[config.mk]
export PLATFORM = sky130hd
export DESIGN_NAME = uart_rx_flat
export DESIGN_NICKNAME = d
export VERILOG_FILES = /design/src/rtl/uart_pkg.sv /design/src/rtl/uart_rx_if.sv /design/src/rtl/uart_baud_tick.sv /design/src/rtl/uart_rx.sv /design/src/flat_wrapper.sv
export SDC_FILE = /design/constraint.sdc
export NUM_CORES = 1
export LEC_CHECK = 0
export ABC_AREA = 1
export CAP_MARGIN = 20
export CORE_ASPECT_RATIO = 0.6
export CORE_MARGIN = 2
export CORE_UTILIZATION = 59
export CTS_BUF_LIST = sky130_fd_sc_hd__clkbuf_16
export CTS_CLUSTER_SIZE = 14
export DETAILED_ROUTE_END_ITERATION = 7
export GPL_ROUTABILITY_DRIVEN = 0
export PLACE_DENSITY = 0.84
export SLEW_MARGIN = 5
export SYNTH_ARGS = -nofsm -noshare
export SYNTH_HDL_FRONTEND = slang
export SYNTH_SLANG_ARGS = --single-unit
[constraint.sdc]
create_clock -name sys_clk_i -period 4.5 [get_ports sys_clk_i]
set_input_delay 1.125 -clock sys_clk_i [delete_from_list [all_inputs] [get_ports sys_clk_i]]
set_output_delay 1.125 -clock sys_clk_i [all_outputs]
set_load 0.02 [all_outputs]
[src/rtl/uart_pkg.sv]
// Shared UART definitions: default rates, oversampling constants, receiver FSM
// states and the 3-sample majority vote.
package uart_pkg;

   localparam int unsigned CLK_HZ_DEF = 32'd100_000_000;
   localparam int unsigned BAUD_DEF   = 32'd115_200;
   localparam int unsigned OVERSAMPLE = 32'd16;

   // Oversample indices used to vote on each bit; the vote resolves on SAMPLE_C.
   localparam logic [3:0] SAMPLE_A  = 4'd7;
   localparam logic [3:0] SAMPLE_B  = 4'd8;
   localparam logic [3:0] SAMPLE_C  = 4'd9;
   localparam logic [3:0] SCNT_LAST = 4'd15;

   typedef enum logic [1:0] {
      ST_IDLE  = 2'd0,
      ST_START = 2'd1,
      ST_DATA  = 2'd2,
      ST_STOP  = 2'd3
   } uart_state_t;

   function automatic logic majority3(input logic a, input logic b, input logic c);
      return (a & b) | (a & c) | (b & c);
   endfunction

endpackage

[src/rtl/uart_rx_if.sv]
// Receiver-side UART signal bundle: serial line in, byte/handshake/status out.
interface uart_rx_if;

   logic       uart_rx_i;
   logic       uart_rd_i;
   logic [7:0] uart_dat_o;
   logic       uart_valid_o;
   logic       uart_rdy_o;
   logic       uart_frame_err_o;
   logic       uart_overrun_o;

   // Receiver core side.
   modport slave (
      input  uart_rx_i,
      input  uart_rd_i,
      output uart_dat_o,
      output uart_valid_o,
      output uart_rdy_o,
      output uart_frame_err_o,
      output uart_overrun_o
   );

   // Line driver / byte consumer side.
   modport master (
      output uart_rx_i,
      output uart_rd_i,
      input  uart_dat_o,
      input  uart_valid_o,
      input  uart_rdy_o,
      input  uart_frame_err_o,
      input  uart_overrun_o
   );

endinterface

[src/rtl/uart_baud_tick.sv]
// Fractional-accumulator tick generator: produces RATE ticks per second on
// average from a CLK_HZ clock, each tick one cycle wide.
module uart_baud_tick
   import uart_pkg::*;
#(
   parameter int unsigned CLK_HZ = CLK_HZ_DEF,
   parameter int unsigned RATE   = OVERSAMPLE * BAUD_DEF
) (
   input  logic sys_clk_i,
   input  logic sys_rst_i,
   input  logic clr_i,
   output logic tick_o
);

   // Wide enough that acc + RATE never overflows before the subtraction.
   localparam int unsigned ACC_W = $clog2(CLK_HZ + RATE);
   localparam logic [ACC_W-1:0] CLK_L  = ACC_W'(CLK_HZ);
   localparam logic [ACC_W-1:0] RATE_L = ACC_W'(RATE);

   logic [ACC_W-1:0] acc_r;
   logic [ACC_W-1:0] sum_s;

   // Next accumulator value before the wrap decision.
   always_comb begin
      sum_s = acc_r + RATE_L;
   end

   // Accumulate, wrap on CLK_HZ and emit a registered tick on each wrap.
   always_ff @(posedge sys_clk_i or posedge sys_rst_i) begin
      if (sys_rst_i) begin
         acc_r  <= {ACC_W{1'b0}};
         tick_o <= 1'b0;
      end else if (clr_i) begin
         acc_r  <= {ACC_W{1'b0}};
         tick_o <= 1'b0;
      end else if (sum_s >= CLK_L) begin
         acc_r  <= sum_s - CLK_L;
         tick_o <= 1'b1;
      end else begin
         acc_r  <= sum_s;
         tick_o <= 1'b0;
      end
   end

endmodule

[src/rtl/uart_rx.sv]
// 8N1 UART receiver: 16x oversampling with 3-sample majority vote per bit,
// one-byte holding register with read handshake, framing-error and overrun flags.
module uart_rx
   import uart_pkg::*;
#(
   parameter int unsigned CLK_HZ = CLK_HZ_DEF,
   parameter int unsigned BAUD   = BAUD_DEF
) (
   input  logic       sys_clk_i,
   input  logic       sys_rst_i,
   uart_rx_if.slave   bus
);

   logic [1:0]  sync_r;
   logic        rx_s;
   uart_state_t state_r;
   logic [3:0]  scnt_r;
   logic [2:0]  bcnt_r;
   logic [7:0]  shift_r;
   logic [1:0]  samp_r;
   logic        armed_r;
   logic [7:0]  dat_r;
   logic        valid_r;
   logic        rdy_r;
   logic        ferr_r;
   logic        ovr_r;
   logic        tick_s;
   logic        clr_s;
   logic        maj_s;

   assign rx_s = sync_r[1];

   // The accumulator is held at zero in IDLE so the first tick of a frame
   // lands a fixed distance after start detection.
   always_comb begin
      clr_s = (state_r == ST_IDLE);
      maj_s = majority3(samp_r[0], samp_r[1], rx_s);
   end

   uart_baud_tick #(
      .CLK_HZ (CLK_HZ),
      .RATE   (OVERSAMPLE * BAUD)
   ) u_tick (
      .sys_clk_i (sys_clk_i),
      .sys_rst_i (sys_rst_i),
      .clr_i     (clr_s),
      .tick_o    (tick_s)
   );

   // Two-flop synchroniser for the asynchronous line, resetting to idle-high.
   always_ff @(posedge sys_clk_i or posedge sys_rst_i) begin
      if (sys_rst_i) begin
         sync_r <= 2'b11;
      end else begin
         sync_r <= {sync_r[0], bus.uart_rx_i};
      end
   end

   // Frame FSM with sampling, holding register and status flags.
   always_ff @(posedge sys_clk_i or posedge sys_rst_i) begin
      if (sys_rst_i) begin
         state_r <= ST_IDLE;
         scnt_r  <= 4'd0;
         bcnt_r  <= 3'd0;
         shift_r <= 8'd0;
         samp_r  <= 2'b00;
         armed_r <= 1'b1;
         dat_r   <= 8'd0;
         valid_r <= 1'b0;
         rdy_r   <= 1'b0;
         ferr_r  <= 1'b0;
         ovr_r   <= 1'b0;
      end else begin
         valid_r <= 1'b0;
         ferr_r  <= 1'b0;

         // A read clears the flags; a same-cycle good stop below overrides it.
         if (bus.uart_rd_i) begin
            rdy_r <= 1'b0;
            ovr_r <= 1'b0;
         end

         if ((state_r != ST_IDLE) && tick_s) begin
            scnt_r <= scnt_r + 4'd1;
            if (scnt_r == SAMPLE_A) samp_r[0] <= rx_s;
            if (scnt_r == SAMPLE_B) samp_r[1] <= rx_s;
         end

         case (state_r)
            ST_IDLE: begin
               // After a framing error the line must be seen high before
               // another start is accepted, so a break reports only once.
               if (rx_s) begin
                  armed_r <= 1'b1;
               end else if (armed_r) begin
                  state_r <= ST_START;
                  scnt_r  <= 4'd0;
               end
            end
            ST_START: begin
               if (tick_s) begin
                  if ((scnt_r == SAMPLE_C) && maj_s) begin
                     state_r <= ST_IDLE;
                  end else if (scnt_r == SCNT_LAST) begin
                     state_r <= ST_DATA;
                     bcnt_r  <= 3'd0;
                  end
               end
            end
            ST_DATA: begin
               if (tick_s) begin
                  if (scnt_r == SAMPLE_C) shift_r <= {maj_s, shift_r[7:1]};
                  if (scnt_r == SCNT_LAST) begin
                     if (bcnt_r == 3'd7) state_r <= ST_STOP;
                     bcnt_r <= bcnt_r + 3'd1;
                  end
               end
            end
            ST_STOP: begin
               // Leave at mid-stop so a back-to-back start edge is not missed.
               if (tick_s && (scnt_r == SAMPLE_C)) begin
                  state_r <= ST_IDLE;
                  if (maj_s) begin
                     dat_r   <= shift_r;
                     valid_r <= 1'b1;
                     rdy_r   <= 1'b1;
                     if (rdy_r && !bus.uart_rd_i) ovr_r <= 1'b1;
                  end else begin
                     ferr_r  <= 1'b1;
                     armed_r <= 1'b0;
                  end
               end
            end
            default: begin
               state_r <= ST_IDLE;
            end
         endcase
      end
   end

   assign bus.uart_dat_o       = dat_r;
   assign bus.uart_valid_o     = valid_r;
   assign bus.uart_rdy_o       = rdy_r;
   assign bus.uart_frame_err_o = ferr_r;
   assign bus.uart_overrun_o   = ovr_r;

endmodule

[src/flat_wrapper.sv]
// flat-port wrapper written by rule: the top's interface ports become plain ports
module uart_rx_flat import uart_pkg::*;
#(
   parameter int unsigned CLK_HZ = CLK_HZ_DEF,
   parameter int unsigned BAUD   = BAUD_DEF
)
  (sys_clk_i, sys_rst_i, bus_uart_rx_i, bus_uart_rd_i, bus_uart_dat_o, bus_uart_valid_o, bus_uart_rdy_o, bus_uart_frame_err_o, bus_uart_overrun_o);
  uart_rx_if bus_i ();
  input  logic sys_clk_i;
  input  logic sys_rst_i;
  input wire logic [$bits(bus_i.uart_rx_i)-1:0] bus_uart_rx_i;
  input wire logic [$bits(bus_i.uart_rd_i)-1:0] bus_uart_rd_i;
  output wire logic [$bits(bus_i.uart_dat_o)-1:0] bus_uart_dat_o;
  output wire logic [$bits(bus_i.uart_valid_o)-1:0] bus_uart_valid_o;
  output wire logic [$bits(bus_i.uart_rdy_o)-1:0] bus_uart_rdy_o;
  output wire logic [$bits(bus_i.uart_frame_err_o)-1:0] bus_uart_frame_err_o;
  output wire logic [$bits(bus_i.uart_overrun_o)-1:0] bus_uart_overrun_o;
  assign bus_i.uart_rx_i = bus_uart_rx_i;
  assign bus_i.uart_rd_i = bus_uart_rd_i;
  assign bus_uart_dat_o = bus_i.uart_dat_o;
  assign bus_uart_valid_o = bus_i.uart_valid_o;
  assign bus_uart_rdy_o = bus_i.uart_rdy_o;
  assign bus_uart_frame_err_o = bus_i.uart_frame_err_o;
  assign bus_uart_overrun_o = bus_i.uart_overrun_o;
  uart_rx #(.CLK_HZ(CLK_HZ), .BAUD(BAUD)) u_core (.sys_clk_i(sys_clk_i), .sys_rst_i(sys_rst_i), .bus(bus_i));
endmodule
* After elaboration in Yosys (flattened, before gate mapping)
Index checks and enable logic that the tools add are counted.
Word-level totals: flip-flop bits (word level) 62, input port bits 4, output and inout bits 12
Operators by class: add/subtract/negate cells 4, $lt $le $gt $ge 1, equality and inequality tests 20, multiplexer cells 43, bitwise logic cells 5, reductions and logical operators 16
Operators with widths (number):
- $mux 27 | 2
- $add 27x21->27 const B | 1
- $ge 27x27->1 const B | 1
- $sub 27x27->27 const B | 1
- $mux 1 | 20
- $mux 2 | 9
- $mux 4 | 4
- $mux 3 | 5
- $eq 4x4->1 const B | 3
- $ne 2x1->1 const B | 6
- $ne 2x2->1 const B | 5
- $pmux 2 s4 | 1
- $reduce_and 8->1 | 1
- $pmux 3 s2 | 1
- $reduce_and 3->1 | 2
- $reduce_and 6->1 | 1
- $reduce_bool 2->1 | 3
- $add 4x1->4 const B | 1
- $eq 2x2->1 const B | 2
- $eq 4x3->1 const B | 1
- $logic_and 1x1->1 | 4
- $reduce_and 2->1 | 2
- $reduce_and 4->1 | 1
- $add 3x1->3 const B | 1
- other kinds (8) | 11

* Logic depth before layout (Yosys ltp)
depth in word-level cells 7, mapped depth 17

* Hierarchy
A second synthesis with hierarchy kept.
Unflattened totals: cell total of the unflattened synthesis 450, area total of the unflattened synthesis 3417.0 um2
Modules (own cells, without submodules):
- uart_baud_tick | times used 1, cells an instance 277, area an instance 1860.5 um2, sequential area each 500.5 um2
- uart_rx | times used 1, cells an instance 173, area an instance 1556.5 um2, sequential area each 854.6 um2

* Worst setup path after synthesis
Ideal clock, no wire load.
kind flip-flop to flip-flop, from register u_core.u_tick.acc_r[13], to register u_core.u_tick.acc_r[22], setup time 0.132 ns, arrival 1.984 ns, data required time 4.368 ns, slack 2.385 ns, cell stages (with the launch flop) 17, buffers on the path 1, clock period less this slack 2.115 ns, cells stage by stage dfrtp_1 -> ha_1 -> nand2_1 -> inv_2 -> nor2_1 -> nand3_1 -> nor2_1 -> nand2_1 -> nand2_1 -> nand2_1 -> nor2_4 -> nand2_4 -> nand4_4 -> buf_6 -> nand2_1 -> nand2_1 -> nor2_1
On the way: word-level cells in the longest chain between the ends 4, elaborated cells on any way between the ends 5
Ends and longest elaborated chain:
- start, declared | line uart_baud_tick.sv:20 | logic [ACC_W-1:0] acc_r;
- start signal, assigned | line uart_baud_tick.sv:31 | acc_r <= {ACC_W{1'b0}};
- start signal, assigned | line uart_baud_tick.sv:34 | acc_r <= {ACC_W{1'b0}};
- start signal, assigned | line uart_baud_tick.sv:37 | acc_r <= sum_s - CLK_L;
- $add 27x21->27 (*) | line uart_baud_tick.sv:25 | sum_s = acc_r + RATE_L;
- $sub 27x27->27 or $ge 27x27->1 (tied branches) | line uart_baud_tick.sv:37, uart_baud_tick.sv:36
- $mux 27 (*) | line uart_baud_tick.sv:36 | end else if (sum_s >= CLK_L) begin
- $mux 27 (*) | line uart_baud_tick.sv:33 | end else if (clr_i) begin
Every way passes the cells marked *; elsewhere a longest branch is shown, timed or not. A chain may end at the register's enable or synchronous reset.

* Worst setup path in the final report
from register u_core.u_tick.acc_r[13], to register u_core.u_tick.acc_r[13]
The elaborated chain is that of the path after synthesis.

==> results.py <==
metrics = {
    "floorplanning": {
        "start_util": 0.631,
        "rows": 20,
        "core_area_um2": 5200,
        "chipHeight_um": 61.8,
        "die_x_um": 100,
        "die-area_um2": 6200,
        "ioPinCount": 16,
    },
    "synthesis": {
        "synthTopCellsByArea": "dfrtp_1, nand2_1, inv_1",
        "synth_area_per_cell_um2": 7.36,
        "synth_warnings": 0,
        "seq_area_frac_synth": 0.413,
        "synth_fp_nets": 459,
        "synthDistinctLibCells": 36,
        "synth.cell_area_um2": 3280,
        "syn_inst": 446,
        "ys_ff_latch": 54,
        "synth_top_cell_area_share": 0.389,
        "synth.largest_area_cell": "dfrtp_1",
    },
    "clock_network": {
        "cts_buffer_depth": 2,
        "postCtsHoldBufs": 0,
        "cts-resized-gates": 0,
        "worstSkewPairLatency_ns": 0.29,
        "clk_pin_slew_worst_paths_ns": 0.07,
        "htreeDepth": 2,
        "post-cts-setup-buffers": 0,
        "tritoncts": "yes",
        "cts_buffers": 5,
        "root_buffer": "clkbuf_16",
        "cts_sinks": 54,
    },
    "routing": {
        "drc": 0,
        "firstDrtPassIters": 5,
        "ant_nets": 0,
        "via_per_inst": 5.58,
        "drtIter0Drc": 272,
        "via_count": 2948,
        "wl_um": 7420,
        "post_drt_wl_per_cell_um": 14.0,
    },
    "grt": {
        "grt_start_max_net_pins": 35,
        "gr-usage-all-layers": 0.259,
        "antenna_found_initial": 0,
        "grt_first_pass_wirelength_um": 12400,
        "grt-ovfl-total": 0,
        "grt_pass1_vias": 2554,
    },
    "cells_and_area": {
        "drive_above_1_share": 0.0931,
        "nets": 474,
        "fin_area_um2": 3660,
        "area_growth_pct": 11.5,
        "antenna_cells": 0,
        "stdcell_count": 528,
    },
    "power": {
        "p_leak_nw": 1.85,
        "total_power_mw": 1.71,
        "p_per_area_nw_per_um2": 468,
        "ir_worst_vdd_uv": 224,
    },
    "job": {
        "drv_cap": 0,
    },
    "status": {
        "run_status": "finished clean",
    },
    "timing": {
        "tightest_slew_ns": 0.819,
        "setup_violations": 0,
        "fmaxAchievable_ghz": 0.371,
        "relSlewSlack": 0.452,
        "fin_crit_sh": 0.599,
        "rsz0062_at_grt": "no",
        "hold_ws_ns": 0.371,
        "slew_violations": 0,
        "skew_ns": 0.00801,
        "fin_crit_ns": 2.70,
        "finalSetupTns_ns": 0,
        "hold_viol": 0,
    },
    "placement": {
        "dpl_cell_area_um2": 3490,
        "placedCellCount": 520,
        "hpwl_um": 5360,
        "portBuffers": 15,
    },
    "setup_path": {
        "crit_fanout": 13,
        "rr_endpoint": "u_core.u_tick.acc_r[13]",
        "critPathKind": "register to register",
        "slowest_delay_ns": 0.59,
        "crit_path_end_kind": "register",
        "reg2reg_depth": 14,
        "start_kind": "register",
        "crit_chain": "ha_1 -> nand2_1 -> inv_2 -> nand2_2 -> nand2_2 -> nand2_1 -> nand2_1 -> nand2_1 -> nand3_1 -> nor2_2 -> a21oi_2 -> nand4_1 -> nand2_1 -> nor2_1",
        "rrSetupSlack_ns": 1.80,
        "critPathArrivalTime_ns": 2.87,
        "required_ns": 4.67,
        "cp_common_cell": "nand2_1",
        "r2r-start": "u_core.u_tick.acc_r[13]",
        "cp_slowest_cell": "a21oi_2",
    },
    "hold_path": {
        "holdCritStartpoint": "u_core.sync_r[0]",
        "hold_depth": 0,
        "hp-class": "register to register",
        "hold_end": "u_core.sync_r[1]",
    },
}
-- state kept, by name, summed over array words and instances (netlist names) --
| name | count |
|---|---|
| u_core.armed_r | 1 |
| u_core.bcnt_r | 3 |
| u_core.bus.uart_dat_o | 8 |
| u_core.bus.uart_frame_err_o | 1 |
| u_core.bus.uart_overrun_o | 1 |
| u_core.bus.uart_rdy_o | 1 |
| u_core.bus.uart_valid_o | 1 |
| u_core.samp_r | 2 |
| u_core.scnt_r | 4 |
| u_core.shift_r | 8 |
| u_core.state_r | 2 |
| u_core.sync_r | 2 |
| u_core.u_tick.acc_r | 19 |
| u_core.u_tick.tick_o | 1 |
-- kinds of logic after synthesis --
group,synth area share
compound gates,0.0732
xor+xnor,0.0320
fa+ha+maj,0.0343
buf+inv,0.0823
flops,0.413
simple gates,0.365
-- critical path, delay by kind of cell, from the launching register on --
| kind | cells | cell delay [ns] |
|---|---|---|
| compound gates | 1 | 0.59 |
| fa+ha+maj | 1 | 0.23 |
| buf+inv | 1 | 0.08 |
| flops | 1 | 0.47 |
| simple gates | 11 | 1.20 |
-- layer usage --
layer	track usage	wire length, um	vias to the layer above
li1	-	-	1465
met2	0.367	2970	135
met3	0.0626	689	8
met1	0.404	3730	1340
met5	0	0	-
met4	0.0450	31	0
-- how the worst max path moves through the flow --
stage | from | to | slack, ns | depth (start not counted)
after floorplan | sys_rst_i | u_core.bcnt_r[0] | 2.07 | 1
after global placement | sys_rst_i | u_core.u_tick.acc_r[20] | 2.00 | 2
after detailed placement | u_core.u_tick.acc_r[13] | u_core.u_tick.acc_r[16] | 1.93 | 15
after CTS | u_core.u_tick.acc_r[13] | u_core.u_tick.acc_r[13] | 1.87 | 15
after global routing | u_core.u_tick.acc_r[13] | u_core.u_tick.acc_r[13] | 1.60 | 15
final | u_core.u_tick.acc_r[13] | u_core.u_tick.acc_r[13] | 1.80 | 14
-- final cells by class --
type / instances / area [um^2]
timing repair buffer: 17 / 178
multi-input combinational: 324 / 1660
clock inverter: 3 / 41.3
sequential: 54 / 1360
inverter: 59 / 221
tap: 66 / 82.6
fill: 414 / 1540
clock buffer: 5 / 125
-- layout by cell type, fill, tap and decap left out, drive strengths merged, types with 8 or more instances in the layout --
cell type,synthesis,routed
nand4,23,23
a21oi,8,8
ha,9,9
nand3,27,27
dfrtp,51,51
clkdlybuf4s50,0,15
o21ai,29,29
xor2,11,11
nand2,145,145
nor2,49,49
inv,59,60
-- per-stage QoR --
stage	util	worst slack [ns]
2_1_floorplan	-	2.07
6_report	0.703	1.80
4_1_cts	0.703	1.87
5_1_grt	0.703	1.60
3_5_place_dp	0.671	1.93
3_3_place_gp	0.668	2.00
-- power by group --
group / internal [mW] / total (mW) / leakage [nW] / switching, mW
clock: 0.261 / 0.437 / 0.0812 / 0.176
sequential: 0.539 / 0.602 / 0.728 / 0.0634
combinational: 0.210 / 0.674 / 1.04 / 0.465
-- cell usage after synthesis, drive strengths merged --
| master | instances |
|---|---|
| a21oi | 8 |
| nand4 | 23 |
| a21o | 1 |
| xor2 | 11 |
| nor2 | 49 |
| nor3 | 7 |
| nand2 | 145 |
| nand3b | 5 |
| inv | 59 |
| clkbuf | 4 |
| nand3 | 27 |
| dfstp | 3 |
| o21a | 1 |
| o21ai | 29 |
| and3 | 1 |
| xnor2 | 1 |
| buf | 5 |
| o21bai | 1 |
| a221oi | 1 |
| dfrtp | 51 |
| nor3b | 1 |
| a211oi | 1 |
| a31oi | 1 |
| o22ai | 1 |
| and3b | 1 |
| ha | 9 |
(Power assumes the default switching activity.)
==> variant: new RTL, same flow settings <==
The 4 states of `uart_state_t` get a Gray code encoding in 2 bits.
--- a/src/rtl/uart_pkg.sv
+++ b/src/rtl/uart_pkg.sv
@@ -14,8 +14,8 @@
 
    typedef enum logic [1:0] {
-      ST_IDLE  = 2'd0,
-      ST_START = 2'd1,
-      ST_DATA  = 2'd2,
-      ST_STOP  = 2'd3
+      ST_IDLE  = 2'b00,
+      ST_START = 2'b01,
+      ST_DATA  = 2'b11,
+      ST_STOP  = 2'b10
    } uart_state_t;
 
Behaviour: no difference found for any inputs over 10 cycles, from zero or initial values and one cycle with sys_rst_i high; not proved beyond that.
==> variant against the unedited design <==
Worst setup slack better by 0.18 ns. Core utilization shrank 1.8 points. Power shrank 4.7%. Routed wire length shrank 8.7%. First-iteration DRC count down 38%. Combinational power shrank 5.5%. Critical path depth is the same. Clock skew fell by 0.0034 ns. Clock power shrank 9.2%. Synthesized area down 4.1%. Sequential cell count is the same. Synthesized cell count fell by 5.6%. Final cell count decreased by 4.5%. Final area is 4.5% lower. Highest routed layer unchanged.
==> variant: results <==
export IMPL_status="finished clean"
export IMPL_synthArstFlopShare_pct=100
export IMPL_yosysSeqAreaShare_pct=43.0
export IMPL_antenna_found_initial=0
export IMPL_hold_path_end="u_core.sync_r[1]$_DFF_PP1_"
export IMPL_cts_setup_buffers=0
export IMPL_cts_buffers=5
export IMPL_p_leak_nw=1.80
export IMPL_antenna_cells=0
export IMPL_cts_path_max_buffers=2
export IMPL_port_buffer_count=15
export IMPL_rrSetupSlack_ns=1.99
export IMPL_path_delay_family="simple AND/OR/NAND/NOR gates"
export IMPL_reg2reg_to="u_core.u_tick.acc_r[12]$_DFFE_PP0P_"
export IMPL_drive_gt1_share_pct=8.45
export IMPL_dp_slack_ns=2.09
export IMPL_largest_reg_flops=19
export IMPL_largest_register="u_core.u_tick.acc_r"
export IMPL_synthAdderAreaFrac_pct=3.58
export IMPL_insertion_delay_ns=0.29
export IMPL_cts_resized=0
export IMPL_synth_warnings=0
export IMPL_ff2ff_path_depth=14
export IMPL_hold_start="u_core.sync_r[0]$_DFF_PP1_"
export IMPL_slew_headroom_pct=43.0
export IMPL_grt_max_degree=32
export IMPL_setup_violations=0
export IMPL_reg2reg_from="u_core.u_tick.acc_r[13]$_DFF_PP0_"
export IMPL_first_global_vias=2517
export IMPL_synth_common_cells="nand2_1 (119), inv_1 (57), dfrtp_1 (51)"
export IMPL_routedWlPerCell_um=13.4
export IMPL_hold_depth=0
export IMPL_grt_use_total_pct=24.7
export IMPL_drtIter0Drc=170
export IMPL_cts_max_level=2
export IMPL_ys_top_cells_by_area="dfrtp_1 (41%), nand2_1 (14%), inv_1 (6.8%), nand3_1 (6.5%), nor2_1 (4.8%)"
export IMPL_synth_compound_area_share_pct=7.15
export IMPL_vias_per_cell=5.40
export IMPL_synthMuxAreaShare_pct=0
export IMPL_finClkSkew_ns=0.00458
export IMPL_dr_pass1_iters=5
export IMPL_crit_arrival_ns=2.75
export IMPL_max_vdd_ir_drop_uv=238
export IMPL_cp_max_fo=20
export IMPL_grt_pass1_wl_um=11700
export IMPL_clkTransAtPathRegs_ns=0.07
export IMPL_crit_path_top_delay_cell="dfrtp_1"
export IMPL_power_switching_mw=0.688
export IMPL_cts_root_buf="clkbuf_16"
export IMPL_synthesis_nets=434
export IMPL_ys_types=30
export IMPL_hold_class="reg2reg"
export IMPL_synth_xor_area_share_pct=4.13
export IMPL_nNetsFinal=450
export IMPL_slowest_delay_ns=0.48
export IMPL_post_dp_hpwl_um=4910
export IMPL_nFillCells=433
## variant: cell count changes after synthesis, sizes merged, moves of 2 or more
cell	unedited run	this run
a21oi	8	6
inv	59	61
xor2	11	13
nand3	27	42
nand3b	5	2
nor2	49	45
nand2	145	131
nand4	23	7
## variant: power groups by stage
stage | Combinational (mW) | Sequential [mW] | Clock [mW]
after CTS | 0.623 | 0.598 | 0.400
final | 0.637 | 0.599 | 0.397
after floorplan | 0.504 | 0.590 | 0
after global placement | 0.609 | 0.602 | 0
after global routing | 0.720 | 0.607 | 0.419
after detailed placement | 0.620 | 0.606 | 0
## variant: routing by layer
metal | wire length [um] | track usage, % | vias to the layer above | part of all wire [%]
li1 | - | - | 1357 | -
met1 | 3490 | 37.3 | 1265 | 52
met2 | 2750 | 37.9 | 91 | 41
met3 | 477 | 4.38 | 7 | 7.0
met4 | 54 | 6.07 | 0 | 0.80
met5 | 0 | 0 | - | 0
## variant: through the flow
step	area (sq um)	utilization [%]	std cells	hold slack [ns]
floorplan	3150	-	421	0.345
global placement	3350	65.6	496	0.347
detailed placement	3350	65.6	496	0.347
CTS	3500	68.5	504	0.362
global route	3500	68.5	504	0.368
finish	3500	68.5	504	0.356
## variant: cells by family after synthesis
group / Yosys count
xor gates and xnor gates: 14
and+or+nand+nor: 233
adders and majority gates: 9
buffers and inverters: 69
DFF: 54
AOI/OAI and AO/OA: 42
## variant: final cells by class
cell class	instances	area, sq um	share of cell area (%)
inverter	61	229	6.55
timing repair buffer	17	165	4.72
sequential	54	1360	38.7
clock inverter	3	25.0	0.716
tap	66	82.6	2.36
multi-input combinational	298	1520	43.3
clock buffer	5	125	3.58
## variant: worst max-delay path by stage
stage,from,endpoint,slack (ns),cells after the start
final,u_core.u_tick.acc_r[13]$_DFF_PP0_,u_core.u_tick.acc_r[12]$_DFFE_PP0P_,1.99,14
after global routing,u_core.u_tick.acc_r[13]$_DFF_PP0_,u_core.u_tick.acc_r[17]$_DFF_PP0_,1.69,14
after CTS,u_core.u_tick.acc_r[13]$_DFF_PP0_,u_core.u_tick.acc_r[24]$_DFF_PP0_,2.04,14
after detailed placement,u_core.u_tick.acc_r[13]$_DFF_PP0_,u_core.u_tick.acc_r[24]$_DFF_PP0_,2.09,14
after global placement,sys_rst_i,u_core.sync_r[1]$_DFF_PP1_,2.13,3
after floorplan,sys_rst_i,u_core.bcnt_r[0]$_DFFE_PP0P_,2.07,1
